===== config.mk =====
export PLATFORM = sky130hd
export DESIGN_NAME = freq_sweep_scheduler
export DESIGN_NICKNAME = d
export VERILOG_FILES = /design/src/rtl/freq_sweep_scheduler.sv
export SDC_FILE = /design/constraint.sdc
export NUM_CORES = 1
export LEC_CHECK = 0
export BUFFER_PORTS_ARGS = -buffer_cell sky130_fd_sc_hd__buf_2
export CAP_MARGIN = 20
export CORE_AREA = 2 2 119 144
export DETAILED_ROUTE_END_ITERATION = 10
export DIE_AREA = 0 0 121 146
export HOLD_SLACK_MARGIN = 0.15
export MAX_ROUTING_LAYER = met4
export PLACE_DENSITY = 0.68
export SLEW_MARGIN = 10
export SYNTH_ARGS = -nofsm -noshare
export SYNTH_HDL_FRONTEND = slang
export SYNTH_SLANG_ARGS = --single-unit

===== constraint.sdc =====
create_clock -name clk -period 5.6 [get_ports clk]
set_input_delay 1.12 -clock clk [delete_from_list [all_inputs] [get_ports clk]]
set_output_delay 1.12 -clock clk [all_outputs]
set_load 0.1 [all_outputs]

===== src/rtl/freq_sweep_scheduler.sv =====
// Frequency sweep scheduler.
// Steps the lock-in reference frequency from lo to hi in fixed increments.
// At each point it waits a settle time, requests one measurement, reports the
// completed point and then advances. While no sweep is running, the manual
// frequency passes through to the DDS with one cycle of latency.
module freq_sweep_scheduler #(
  parameter int FREQUENCY_RANGE = 8192,
  parameter int W               = 13,
  parameter int SETTLE_W        = 16
) (
  input  logic                clk,
  input  logic                reset_n,
  input  logic                start,
  input  logic                abort,
  input  logic [W-1:0]        manual_freq,
  input  logic [W-1:0]        sweep_lo,
  input  logic [W-1:0]        sweep_hi,
  input  logic [W-1:0]        sweep_step,
  input  logic [SETTLE_W-1:0] settle_cycles,
  input  logic                meas_done,
  output logic [W-1:0]        freq_out,
  output logic                meas_req,
  output logic                point_valid,
  output logic [W-1:0]        point_freq,
  output logic                busy,
  output logic                sweep_done,
  output logic                sweep_err
);

  typedef enum logic [2:0] {
    IDLE,
    SETTLE,
    MEASURE,
    STEP,
    DONE
  } state_t;

  state_t              state;
  logic [W-1:0]        cur_freq;
  logic [W-1:0]        hi_q;
  logic [W-1:0]        step_q;
  logic [SETTLE_W-1:0] settle_q;
  logic [SETTLE_W-1:0] settle_cnt;

  // The next point carries an extra bit so a step past the top of the code
  // space ends the sweep instead of wrapping back to a low frequency.
  logic [W:0] next_freq;
  logic       cfg_illegal;

  // Next sweep point and start-time configuration check.
  assign next_freq   = {1'b0, cur_freq} + {1'b0, step_q};
  assign cfg_illegal = (sweep_step == '0) || (sweep_lo > sweep_hi) ||
                       (32'(sweep_hi) >= 32'(FREQUENCY_RANGE));

  // Sweep sequencer: state, latched configuration and all registered outputs.
  // NOTE: every register here is assigned with <= so all of them update from
  // the same pre-edge values; a blocking = would let later statements in this
  // block see half-updated state.
  always_ff @(posedge clk or negedge reset_n) begin
    if (!reset_n) begin
      state       <= IDLE;
      cur_freq    <= '0;
      hi_q        <= '0;
      step_q      <= '0;
      settle_q    <= '0;
      settle_cnt  <= '0;
      freq_out    <= '0;
      meas_req    <= 1'b0;
      point_valid <= 1'b0;
      point_freq  <= '0;
      busy        <= 1'b0;
      sweep_done  <= 1'b0;
      sweep_err   <= 1'b0;
    end else begin
      // Pulse outputs default low; the branches below raise them for one cycle.
      point_valid <= 1'b0;
      sweep_done  <= 1'b0;
      sweep_err   <= 1'b0;

      if (busy && abort) begin
        // Abort wins over a coincident meas_done and silently hands the bus back.
        state    <= IDLE;
        meas_req <= 1'b0;
        busy     <= 1'b0;
        freq_out <= manual_freq;
      end else begin
        case (state)
          IDLE: begin
            if (start) begin
              if (cfg_illegal) begin
                state      <= DONE;
                sweep_done <= 1'b1;
                sweep_err  <= 1'b1;
              end else begin
                hi_q       <= sweep_hi;
                step_q     <= sweep_step;
                settle_q   <= settle_cycles;
                cur_freq   <= sweep_lo;
                freq_out   <= sweep_lo;
                settle_cnt <= settle_cycles;
                busy       <= 1'b1;
                state      <= SETTLE;
              end
            end else begin
              freq_out <= manual_freq;
            end
          end

          SETTLE: begin
            // A count of 0 or 1 both give a single settle cycle.
            if (settle_cnt > SETTLE_W'(1)) begin
              settle_cnt <= settle_cnt - SETTLE_W'(1);
            end else begin
              settle_cnt <= '0;
              meas_req   <= 1'b1;
              state      <= MEASURE;
            end
          end

          MEASURE: begin
            if (meas_done) begin
              meas_req    <= 1'b0;
              point_valid <= 1'b1;
              point_freq  <= cur_freq;
              state       <= STEP;
            end
          end

          STEP: begin
            if (next_freq > {1'b0, hi_q}) begin
              busy       <= 1'b0;
              sweep_done <= 1'b1;
              state      <= DONE;
            end else begin
              cur_freq   <= next_freq[W-1:0];
              freq_out   <= next_freq[W-1:0];
              settle_cnt <= settle_q;
              state      <= SETTLE;
            end
          end

          DONE: begin
            state <= IDLE;
          end

          default: begin
            state <= IDLE;
          end
        endcase
      end
    end
  end

endmodule


# Word-level counts from Yosys, hierarchy flattened
# Index checks and enable logic that the tools add are counted.
# word_totals
regBits	105
in_bits	73
out_inout_bits	31
elab_cells	87
# classes
n_addsub	2
magnitude_cmp	3
n_eq_ne	13
muxes	38
bitwise_logic	2
reduce_logical	16
# ops
cell	n
two-way mux 13 bit	5
two-way mux 16 bit	4
case mux 13 bit (2 select lines)	2
case mux 16 bit (3 select lines)	1
two-way mux 3 bit	6
inequality test 3 bit (second input constant)	6
greater-than comparator 16 x 1 -> 1 bit (second input constant)	1
two-way mux 1 bit	16
subtractor 16 x 1 -> 16 bit (second input constant)	1
adder 13 x 13 -> 14 bit	1
greater-than comparator 14 x 13 -> 1 bit	1
greater-than comparator 13 bit	1
zero test 13 bit	1
case mux 3 bit (4 select lines)	1
AND reduction 3 bit	4
AND reduction 5 bit	2
nonzero test 3 bit	3
AND reduction 4 bit	2
equality test 3 x 2 -> 1 bit (second input constant)	2
inequality test 2 bit (second input constant)	3
case mux 1 bit (2 select lines)	3
inequality test 4 bit (second input constant)	1
equality test 3 x 1 -> 1 bit (second input constant)	1
zero test 3 bit	1
other kinds (4)	5

# Depth between registers and ports, before layout
# Gate-level depths: netlist of run 1.
# logic_depth
word_depth	6
ltp_mapped	18
ltp_nobuf	17

# Worst setup path after synthesis of run 1
# No wires, ideal clock.
# synth_timing
kind	reg2reg
from	reg cur_freq[4]
to	reg freq_out[0]
setup_time_ns	0.125
arrival_ns	4.035
t_required_ns	5.475
setup_slack_ns	1.440
path_stages_with_launch	17
n_path_buf	1
period_less_slack_ns	4.160
path_cell_list	dfrtp_1 > ha_1 > or3_1 > a31o_2 > a31o_2 > a21oi_1 > xor2_1 > inv_1 > ha_1 > nand2_1 > or3_4 > a31o_1 > a31oi_4 > nor2_4 > a221oi_4 > buf_12 > mux2_4
# synth_between
elab_chain_len	4
# synth_lines
item	line_no	rtl
from (decl)	39	logic [W-1:0] cur_freq;
from (signal assigned)	98	cur_freq <= sweep_lo;
from (signal assigned)	135	cur_freq <= next_freq[W-1:0];
adder 13 x 13 -> 14 bit	51	assign next_freq = {1'b0, cur_freq} + {1'b0, step_q};
greater-than comparator 14 x 13 -> 1 bit	130	if (next_freq > {1'b0, hi_q}) begin
inequality test 3 bit (no line)	--	
AND reduction 3 bit (no line)	--	
to (signal assigned)	85	freq_out <= manual_freq;
to (signal assigned)	99	freq_out <= sweep_lo;
to (signal assigned)	136	freq_out <= next_freq[W-1:0];
to (decl)	21	output logic [W-1:0] freq_out,
# Every way passes these cells.
# A chain may end at the register's enable or synchronous reset.

# Worst setup path in the final report of run 1
# layout_timing
from	reg cur_freq[0]
to	reg freq_out[4]
# layout_between
elab_chain_len	4
word_cells_on_any_way	7
cone_classes	add/sub: 1; order compare: 1; eq/ne: 1; mux: 3; reduce/logical: 1
# layout_lines
item	line_no
adder 13 x 13 -> 14 bit (*)	51
greater-than comparator 14 x 13 -> 1 bit / two-way mux 13 bit (equally long branches)	130
inequality test 3 bit (no line) / case mux 13 bit (2 select lines) (equally long branches)	--
AND reduction 3 bit (no line) / two-way mux 13 bit (equally long branches)	--
# Mark *: on every way between the ends. The rest lies on a longest branch, timed or not. The select of a mux whose other input is x is not followed.

==> results of run 1 <==
final cells by class:
cell class	instances	area [µm²]	share of cell area [%]
Inverter	44	165	2.22
Tap cell	212	265	3.57
Clock buffer	10	239	3.22
Multi-Input combinational cell	459	3440	46.3
Timing Repair Buffer	113	593	7.99
Clock inverter	6	96.3	1.30
Sequential cell	105	2630	35.4
power by group:
group | total [µW] | leakage, µW | switching, µW | internal, µW
Clock | 714 | 0.000167 | 303 | 412
Sequential | 757 | 0.00137 | 0 | 757
Combinational | 102 | 0.00233 | 64.4 | 38.0
Total | 1570 | 0.00387 | 367 | 1210
routing by layer:
metal | wire length, µm | share of wire [%]
met1 | 7110 | 42
met2 | 8590 | 51
met3 | 650 | 3.9
met4 | 497 | 3.0
met5 | 0 | 0
cells in the mapped netlist, types with 5 or more instances:
| cell | instances |
|---|---|
| dfrtp_1 | 105 |
| nor3_1 | 10 |
| o22ai_1 | 9 |
| nand4_1 | 5 |
| and3_1 | 7 |
| a21oi_1 | 33 |
| nand2_1 | 69 |
| nor2_1 | 21 |
| o311ai_0 | 8 |
| xor2_1 | 6 |
| ha_1 | 41 |
| nand2b_1 | 7 |
| nor2b_1 | 6 |
| o2bb2ai_1 | 10 |
| buf_2 | 5 |
| inv_1 | 44 |
| nand3_1 | 8 |
| nor4_1 | 7 |
| o21ai_0 | 64 |
| or3_1 | 10 |
| clkbuf_1 | 15 |
| mux2_4 | 9 |
| mux2_2 | 59 |
flip-flops by register name, summed over array words and instances (netlist names):
signal       cells
freq_out        13
step_q          13
point_valid      1
hi_q            13
sweep_done       1
point_freq      13
cur_freq        13
settle_cnt      16
busy             1
meas_req         1
settle_q        16
state            3
sweep_err        1
cell families (layout without fill, tap and decap cells):
kind of cell / Yosys count / in the layout / share of synthesized area, %
AO/OA/AOI/OAI: 173 / 173 / 18.0
XOR/XNOR: 9 / 9 / 1.24
adder cells (fa/ha/maj): 42 / 42 / 8.36
buffers and inverters: 72 / 173 / 5.12
flip-flops: 105 / 105 / 41.2
multiplexers: 72 / 72 / 13.2
AND/OR/NAND/NOR: 163 / 163 / 12.9
per-stage QoR:
step	cell area, µm²	total power [µW]
6_report	7430	1570
3_3_place_gp	7090	874
5_1_grt	7430	1640
2_1_floorplan	6380	809
3_5_place_dp	7090	875
4_1_cts	7430	1590
path summary, 6_finish.rpt:
check	slack, ns	cells after the start	to	from
min in group asynchronous	0.90	1	settle_q[12]$_DFFE_PN0P_	reset_n
worst max register to register	1.07	18	freq_out[4]$_DFFE_PN0P_	cur_freq[0]$_DFFE_PN0P_
worst max-delay path	1.07	18	freq_out[4]$_DFFE_PN0P_	cur_freq[0]$_DFFE_PN0P_
worst min-delay path	0.49	1	settle_cnt[8]$_DFFE_PN0P_	settle_cnt[8]$_DFFE_PN0P_
max in group asynchronous	3.67	2	sweep_err$_DFF_PN0_	reset_n
worst min register to register	0.49	1	settle_cnt[8]$_DFFE_PN0P_	settle_cnt[8]$_DFFE_PN0P_
==> flow_metrics.tcl, run 1 <==
set metrics [dict create \
    synth-seq-cells 105 \
    first_pass_iters 5 \
    status "completed" \
    crit_path_start_kind "flip-flop" \
    final_cell_mix "105 x dfrtp_1, 102 x buf_2, 69 x nand2_1" \
    fin_crit_sh_pct 80.8 \
    critical-path-top-delay-family "compound AO/OA/AOI/OAI gates" \
    synth_ff_type "dfrtp_1" \
    slew_headroom_pct 34.0 \
    drc_errors 0 \
    gr-usage-met1_pct 24.0 \
    grt_usage_pct 20.1 \
    nNetsFinal 847 \
    cts_hold_buf 0 \
    drive_above_1_share_pct 29.6 \
    grt_overflow 0 \
    cts_buffers 9 \
    cts_setup_buffers 0 \
    synthTopCellsByArea "dfrtp_1 41%, mux2_2 10%, ha_1 8.0%" \
    slowest_delay_ns 0.40 \
    ys_warn_count 0 \
    synth.top_cell.area_share_pct 41.2 \
    slew_violations 0 \
    ctsHtreeMaxLevel 3 \
    ys_seq_area_share_pct 41.2 \
    initial_utilization_pct 39.5 \
    ant_nets 0 \
    setup_viol 0 \
    drt_wl_total_mm 16.8 \
    grt_max_degree 71 \
    cts_sinks 105 \
    grt_pass1_wl_mm 26.9 \
    place.detailed.hpwl_mm 12.7 \
    leakage_uw 0.00387 \
    die_area_um2 17700 \
    drv_cap 0 \
    cts_buffer_depth 2 \
    arrival_ns 4.77 \
    cts-root-buf "clkbuf_16" \
    final_core_util_pct 46.0 \
    wl_per_cell_um 17.7 \
    io_pins 104 \
    portBuffers 103 \
    worstPathMaxFanout 13 \
    ctsResizeCount 0 \
    skew_ns 0.0114 \
    rsz0062_at_grt "no" \
    dr_total_vias 5222 \
    die_w_um 121 \
    antennaDiodeCount 0 \
    cts_tree "yes" \
    endpoint_kind "flip-flop" \
    syn_nets 751 \
    synthDistinctLibCells 68 \
    clk_latency_ns 0.36 \
    cp_num_buf_inv 3 \
    path_class "flip-flop to flip-flop" \
    ys_async_sr_fraction_pct 100 \
    avgViaCountPerCell 5.50 \
    max_freq_mhz 221 \
    antenna_found_initial 0 \
    yosys.area.top_type "dfrtp_1" \
    syn_avg_cell_area_um2 10.0 \
    finalSetupTns_ns 0 \
    fillers 1566 \
    top_usage_layer "met2" \
    core_region_area_um2 16100 \
    ir_worst_vdd_mv 0.147 \
    place_inst 933 \
    holdWs_ns 0.488 \
    gp_congestion 0.920 \
    hold_class "flip-flop to flip-flop" \
    grtUsageMet2_pct 33.6 \
    period_minus_slack_ns 4.53 \
    synth_edf_count 0 \
    path_cells "ha_1 > inv_1 > fa_1 > nor2b_1 > o31ai_1 > a21oi_1 > a2111oi_0 > nor3_1 > inv_1 > ha_1 > nand3_1 > or3_4 > a31o_1 > a31oi_4 > nor2_4 > a221oi_4 > buf_4 > mux2_2" \
    worst_pin_slew_ns 0.983 \
    slowest_stage "or3_4" \
    area_delta_synth_final_pct 16.4 \
    mostFrequentLayoutCell "dfrtp_1" \
    hold_violations 0 \
    use_met3_pct 2.82 \
    die_h_um 146 \
    netlist_area_um2 6380 \
    core.rowCount 51 \
    grt_pass1_vias 5148 \
    critPathRequiredTime_ns 5.85 \
    clk_pin_slew_ns 0.08 \
    synth_cells 636 \
    drt_iter0_drc 356 \
    stdcell_count 949 \
    power_density_nw_per_um2 212 \
    place_ws_ns 1.01 \
    setup_slack_ns 1.07 \
]
(Power assumes the default switching activity.)
==> run 2, diff against run 1 <==
--- a/config.mk
+++ b/config.mk
@@ -12,7 +12,7 @@
 export DIE_AREA = 0 0 121 146
 export HOLD_SLACK_MARGIN = 0.15
 export MAX_ROUTING_LAYER = met4
-export PLACE_DENSITY = 0.68
+export PLACE_DENSITY = 0.7
 export SLEW_MARGIN = 10
 export SYNTH_ARGS = -nofsm -noshare
 export SYNTH_HDL_FRONTEND = slang
==> constraint.sdc (replaced) <==
create_clock -name clk -period 3.6 [get_ports clk]
set_input_delay 0.72 -clock clk [delete_from_list [all_inputs] [get_ports clk]]
set_output_delay 0.72 -clock clk [all_outputs]
set_load 0.1 [all_outputs]
==> flow_metrics.tcl, run 2 (synthesis results as in run 1) <==
set metrics [dict create \
    arrival_ns 4.27 \
    antenna_found_initial 0 \
    final_cell_mix "105 x dfrtp_1, 102 x buf_2, 81 x buf_4" \
    drt_wl_total_mm 17.9 \
    grt_pass1_vias 5653 \
    critical-path-top-delay-family "compound AO/OA/AOI/OAI gates" \
    drv_cap 0 \
    grt_pass1_wl_mm 28.7 \
    grt_usage_pct 21.4 \
    core.rowCount 51 \
    grt_overflow 0 \
    mostFrequentLayoutCell "dfrtp_1" \
    fillers 1483 \
    nNetsFinal 925 \
    cp_num_buf_inv 2 \
    cts-root-buf "clkbuf_16" \
    critPathRequiredTime_ns 3.85 \
    avgViaCountPerCell 5.51 \
    status "finished, violations left" \
    setup_slack_ns -0.421 \
    die_w_um 121 \
    slowest_stage "dfrtp_1" \
    io_pins 104 \
    worst_pin_slew_ns 0.843 \
    path_cells "ha_4 > or3_4 > a31o_4 > a31o_4 > a21oi_4 > xor2_2 > inv_2 > ha_4 > nand2_2 > or3_4 > a31o_1 > a31oi_4 > nor2_4 > a221oi_4 > buf_6 > mux2_4" \
    place.detailed.hpwl_mm 13.3 \
    cts_sinks 105 \
    hold_class "input pin to asynchronous set/reset pin" \
    dr_total_vias 5660 \
    violations "setup timing" \
    leakage_uw 0.00428 \
    cts_tree "yes" \
    endpoint_kind "flip-flop" \
    slew_headroom_pct 43.8 \
    fin_area_um2 8240 \
    die_h_um 146 \
    period_minus_slack_ns 4.02 \
    drc_errors 0 \
    drt_iter0_drc 465 \
    fin_crit_sh_pct 112 \
    first_pass_iters 5 \
    ant_nets 0 \
    cts_buffer_depth 2 \
    wl_per_cell_um 17.4 \
    area_delta_synth_final_pct 29.3 \
    slew_violations 0 \
    hold_violations 0 \
    power_uw 2370 \
    setup_viol 42 \
    reg_top3 "settle_cnt: 16 flops, settle_q: 16 flops" \
    max_freq_mhz 249 \
    antennaDiodeCount 0 \
    cts_buffers 9 \
    crit_path_start_kind "flip-flop" \
    die_area_um2 17700 \
    ctsHtreeMaxLevel 3 \
    drive_above_1_share_pct 39.1 \
    slowest_delay_ns 0.42 \
    postPlaceCellArea_um2 7670 \
    gp_congestion 0.864 \
    core_region_area_um2 16100 \
    portBuffers 103 \
    rsz0062_at_grt "yes" \
    worstPathMaxFanout 7 \
    grt_max_degree 63 \
    ir_worst_vdd_mv 0.216 \
    skew_ns 0.0146 \
    path_class "flip-flop to flip-flop" \
    clk_pin_slew_ns 0.08 \
    power_density_nw_per_um2 288 \
    clk_latency_ns 0.37 \
    initial_utilization_pct 39.5 \
]
run 2: changes by cell type in the layout (fill, tap and decap cells not counted), sizes merged:
cell    before  now
buf        113  191
inv         47   45
clkinv       1    4
bufinv       2    1
run 2: final timing paths:
kind | start | to | slack (ns) | depth (start not counted)
setup / recovery | cur_freq[4]$_DFFE_PN0P_ | freq_out[1]$_DFFE_PN0P_ | -0.42 | 16
hold / removal | reset_n | settle_q[15]$_DFFE_PN0P_ | 0.45 | 1
setup reg to reg | cur_freq[4]$_DFFE_PN0P_ | freq_out[1]$_DFFE_PN0P_ | -0.42 | 16
hold reg to reg | settle_cnt[8]$_DFFE_PN0P_ | settle_cnt[8]$_DFFE_PN0P_ | 0.50 | 1
max in group asynchronous | reset_n | settle_q[9]$_DFFE_PN0P_ | 2.43 | 2
min in group clk | settle_cnt[8]$_DFFE_PN0P_ | settle_cnt[8]$_DFFE_PN0P_ | 0.50 | 1
run 2: final cells by class:
type	count	area, µm²	area share (%)
Clock inverter	6	77.6	0.941
Sequential cell	105	2630	31.9
Multi-Input combinational cell	459	3640	44.2
Tap cell	212	265	3.22
Inverter	44	165	2.00
Timing Repair Buffer	191	1230	15.0
Clock buffer	10	229	2.78
run 2: routing by layer:
metal  track usage [%]  share of wire [%]
met2              36.8                 52
met3              3.61                4.4
met1              25.0                 40
met4              7.33                2.9
met5                 -                  0
run 2: power by group:
group	leakage (µW)	switching [µW]	internal [µW]	total (µW)
combinational	0.00277	99.9	61.2	161
clock	0.000150	482	550	1030
sequential	0.00137	0	1180	1180
run 2: worst reg2reg max path, cell delays in order (launching register included):
cell and delay, ns:
dfrtp_1 0.42, ha_4 0.25, or3_4 0.33, a31o_4 0.25, a31o_4 0.22, a21oi_4 0.16, xor2_2 0.17, inv_2 0.06
ha_4 0.27, nand2_2 0.05, or3_4 0.38, a31o_1 0.22, a31oi_4 0.23, nor2_4 0.06, a221oi_4 0.33, buf_6 0.20
mux2_4 0.31
run 2: timing repair:
| action | in CTS | in global routing |
|---|---|---|
| setup endpoints to repair | 45 | 46 |
| cloned | 1 | 0 |
| pin swaps | 16 | 16 |
| hold buffers | 0 | 0 |
| buffers inserted | 6 | 7 |
| resized for setup | 24 | 21 |
run 2: per-stage QoR:
| step | hold slack, ns | instances | setup slack, ns | utilization, % | TNS [ns] |
|---|---|---|---|---|---|
| floorplan | 0.424 | 636 | -0.428 | - | -11.99 |
| global placement | 0.472 | 1000 | -0.443 | 47.5 | -15.76 |
| detailed placement | 0.475 | 1000 | -0.552 | 47.5 | -20.05 |
| CTS | 0.486 | 1022 | -0.497 | 50.4 | -18.28 |
| global route | 0.514 | 1027 | -0.591 | 51.1 | -22.75 |
| finish | 0.455 | 1027 | -0.421 | 51.1 | -15.14 |
==> run 3, diff against run 2 <==
--- a/config.mk
+++ b/config.mk
@@ -13,6 +13,7 @@
 export HOLD_SLACK_MARGIN = 0.15
 export MAX_ROUTING_LAYER = met4
 export PLACE_DENSITY = 0.7
+export REMOVE_ABC_BUFFERS = 1
 export SLEW_MARGIN = 10
 export SYNTH_ARGS = -nofsm -noshare
 export SYNTH_HDL_FRONTEND = slang
==> flow_metrics.tcl, run 3 (synthesis results as in run 1) <==
set metrics [dict create \
    io_pins 104 \
    hold_class "input pin to asynchronous set/reset pin" \
    core.rowCount 51 \
    hold_violations 0 \
    slew_violations 0 \
    slew_headroom_pct 48.2 \
    antenna_found_initial 0 \
    first_pass_iters 5 \
    place_ws_ns -0.803 \
    startpoint "cur_freq[0]$_DFFE_PN0P_" \
    mostFrequentLayoutCell "dfrtp_1" \
    power_density_nw_per_um2 296 \
    critPathRequiredTime_ns 3.85 \
    worst_pin_slew_ns 0.769 \
    cts_buffer_depth 2 \
    arrival_ns 4.39 \
    final_cell_mix "105 x dfrtp_1, 102 x buf_2, 82 x buf_4" \
    area_delta_synth_final_pct 31.6 \
    grt_pass1_wl_mm 29.0 \
    top_layer "met4" \
    stdcell_count 1034 \
    portBuffers 103 \
    rr_endpoint "freq_out[6]$_DFFE_PN0P_" \
    status "finished, violations left" \
    drive_above_1_share_pct 40.6 \
    initial_utilization_pct 39.5 \
    clk_pin_slew_ns 0.07 \
    cts_sinks 105 \
    rsz0062_at_grt "yes" \
    leakage_uw 0.00435 \
    crit_path_start_kind "flip-flop" \
    slowest_delay_ns 0.40 \
    die_area_um2 17700 \
    grt_pass1_vias 5582 \
    fin_crit_sh_pct 115 \
    crit_top_cell "buf_4" \
    core_region_area_um2 16100 \
    cts_hold_buf 0 \
    finalSetupTns_ns -19.93 \
    cts_tree "yes" \
    nNetsFinal 932 \
    violations "setup timing" \
    setup_slack_ns -0.539 \
    skew_ns 0.00389 \
    ir_worst_vdd_mv 0.330 \
    grt_max_degree 56 \
    die_w_um 121 \
    cts_buffers 9 \
    endpoint_kind "flip-flop" \
    reg_top3 "settle_cnt: 16 flops, settle_q: 16 flops" \
    clk_latency_ns 0.36 \
    worstPathMaxFanout 6 \
    dr_total_vias 5622 \
    ant_nets 0 \
    place.detailed.hpwl_mm 13.5 \
    place_inst 1000 \
    antennaDiodeCount 0 \
    slowest_stage "dfrtp_1" \
    drt_wl_total_mm 18.5 \
    die_h_um 146 \
    period_minus_slack_ns 4.14 \
    max_freq_mhz 242 \
    r2r-start "cur_freq[0]$_DFFE_PN0P_" \
    wl_per_cell_um 17.9 \
    setup_viol 46 \
    drc_errors 0 \
    dr_wl_met2_mm 9.44 \
    drt_iter0_drc 382 \
    wl_met1_mm 7.59 \
    reg2reg_depth 19 \
    ctsHtreeMaxLevel 3 \
    r2r_slack_ns -0.54 \
    path_cells "ha_2 > buf_4 > buf_4 > a211oi_2 > o21ai_1 > a31o_2 > a21oi_4 > xor2_2 > inv_2 > ha_4 > nand2_1 > or3_4 > a31o_1 > a31oi_4 > nor2_4 > a221oi_4 > buf_4 > buf_8 > mux2_4" \
    avgViaCountPerCell 5.44 \
    gp_congestion 0.880 \
    worstSetupEndpoint "freq_out[6]$_DFFE_PN0P_" \
    cts-root-buf "clkbuf_16" \
    grt_usage_pct 21.7 \
    path_class "flip-flop to flip-flop" \
    drv_cap 0 \
    grt_overflow 0 \
    dr_wl_met3_um 910 \
]
==> run 3: cell count changes in the layout (fill, tap and decap cells not counted), sizes merged <==
cell	before	now
buf	191	197
clkinv	4	0
clkbuf	10	13
bufinv	1	2
nor2	22	23
==> run 3: worst min path at each step <==
stage,to,cells after the start,start
after floorplan,busy$_DFFE_PN0P_,0,reset_n
after global placement,settle_cnt[8]$_DFFE_PN0P_,1,settle_cnt[8]$_DFFE_PN0P_
after detailed placement,settle_cnt[8]$_DFFE_PN0P_,1,settle_cnt[8]$_DFFE_PN0P_
after CTS,settle_cnt[2]$_DFFE_PN0P_,1,reset_n
after global routing,settle_cnt[2]$_DFFE_PN0P_,1,reset_n
final,settle_cnt[2]$_DFFE_PN0P_,1,reset_n
==> run 3: timing repair <==
item / in CTS / in global routing
cloned: 2 / 1
pin swaps: 19 / 9
setup buffers: 12 / 7
setup endpoints to repair: 46 / 46
gates resized for setup: 27 / 41
==> run 3: cell type report <==
| type | count | area, µm² |
|---|---|---|
| fillers | 1468 | 7750 |
| multi-input cells | 460 | 3680 |
| flip-flops and latches | 105 | 2630 |
| repair buffers | 197 | 1300 |
| clock buffers | 13 | 280 |
| well taps | 212 | 265 |
| inverters | 44 | 165 |
| clock inverters | 3 | 68.8 |
==> run 3: per-stage QoR <==
step	area (µm²)	total power [µW]	hold slack [ns]	util [%]
2_1_floorplan	6220	1260	0.424	-
3_3_place_gp	7640	1360	0.465	47.3
3_5_place_dp	7640	1360	0.478	47.3
4_1_cts	8200	2510	0.418	50.8
5_1_grt	8390	2570	0.448	52.0
6_report	8390	2490	0.389	52.0
==> run 3: where the power goes <==
part / switching, µW / internal (µW) / total [µW]
Clock: 456 / 688 / 1140
Combinational: 100 / 63.2 / 164
Sequential: 0 / 1180 / 1180
==> run 3: critical path: cells and delay by family (launching register included) <==
family	cells	cell delay (ns)
DFF	1	0.40
buffers and inverters	5	0.62
adders and majority gates	2	0.48
xor gates and xnor gates	1	0.21
and+or+nand+nor	3	0.46
AOI/OAI and AO/OA	7	1.56
muxes	1	0.29
==> run 3: routing by layer <==
layer | GRT usage [%] | vias to the layer above
li1 | - | 2674
met4 | 8.26 | 0
met5 | - | -
met1 | 26.1 | 2725
met2 | 36.2 | 185
met3 | 3.80 | 38
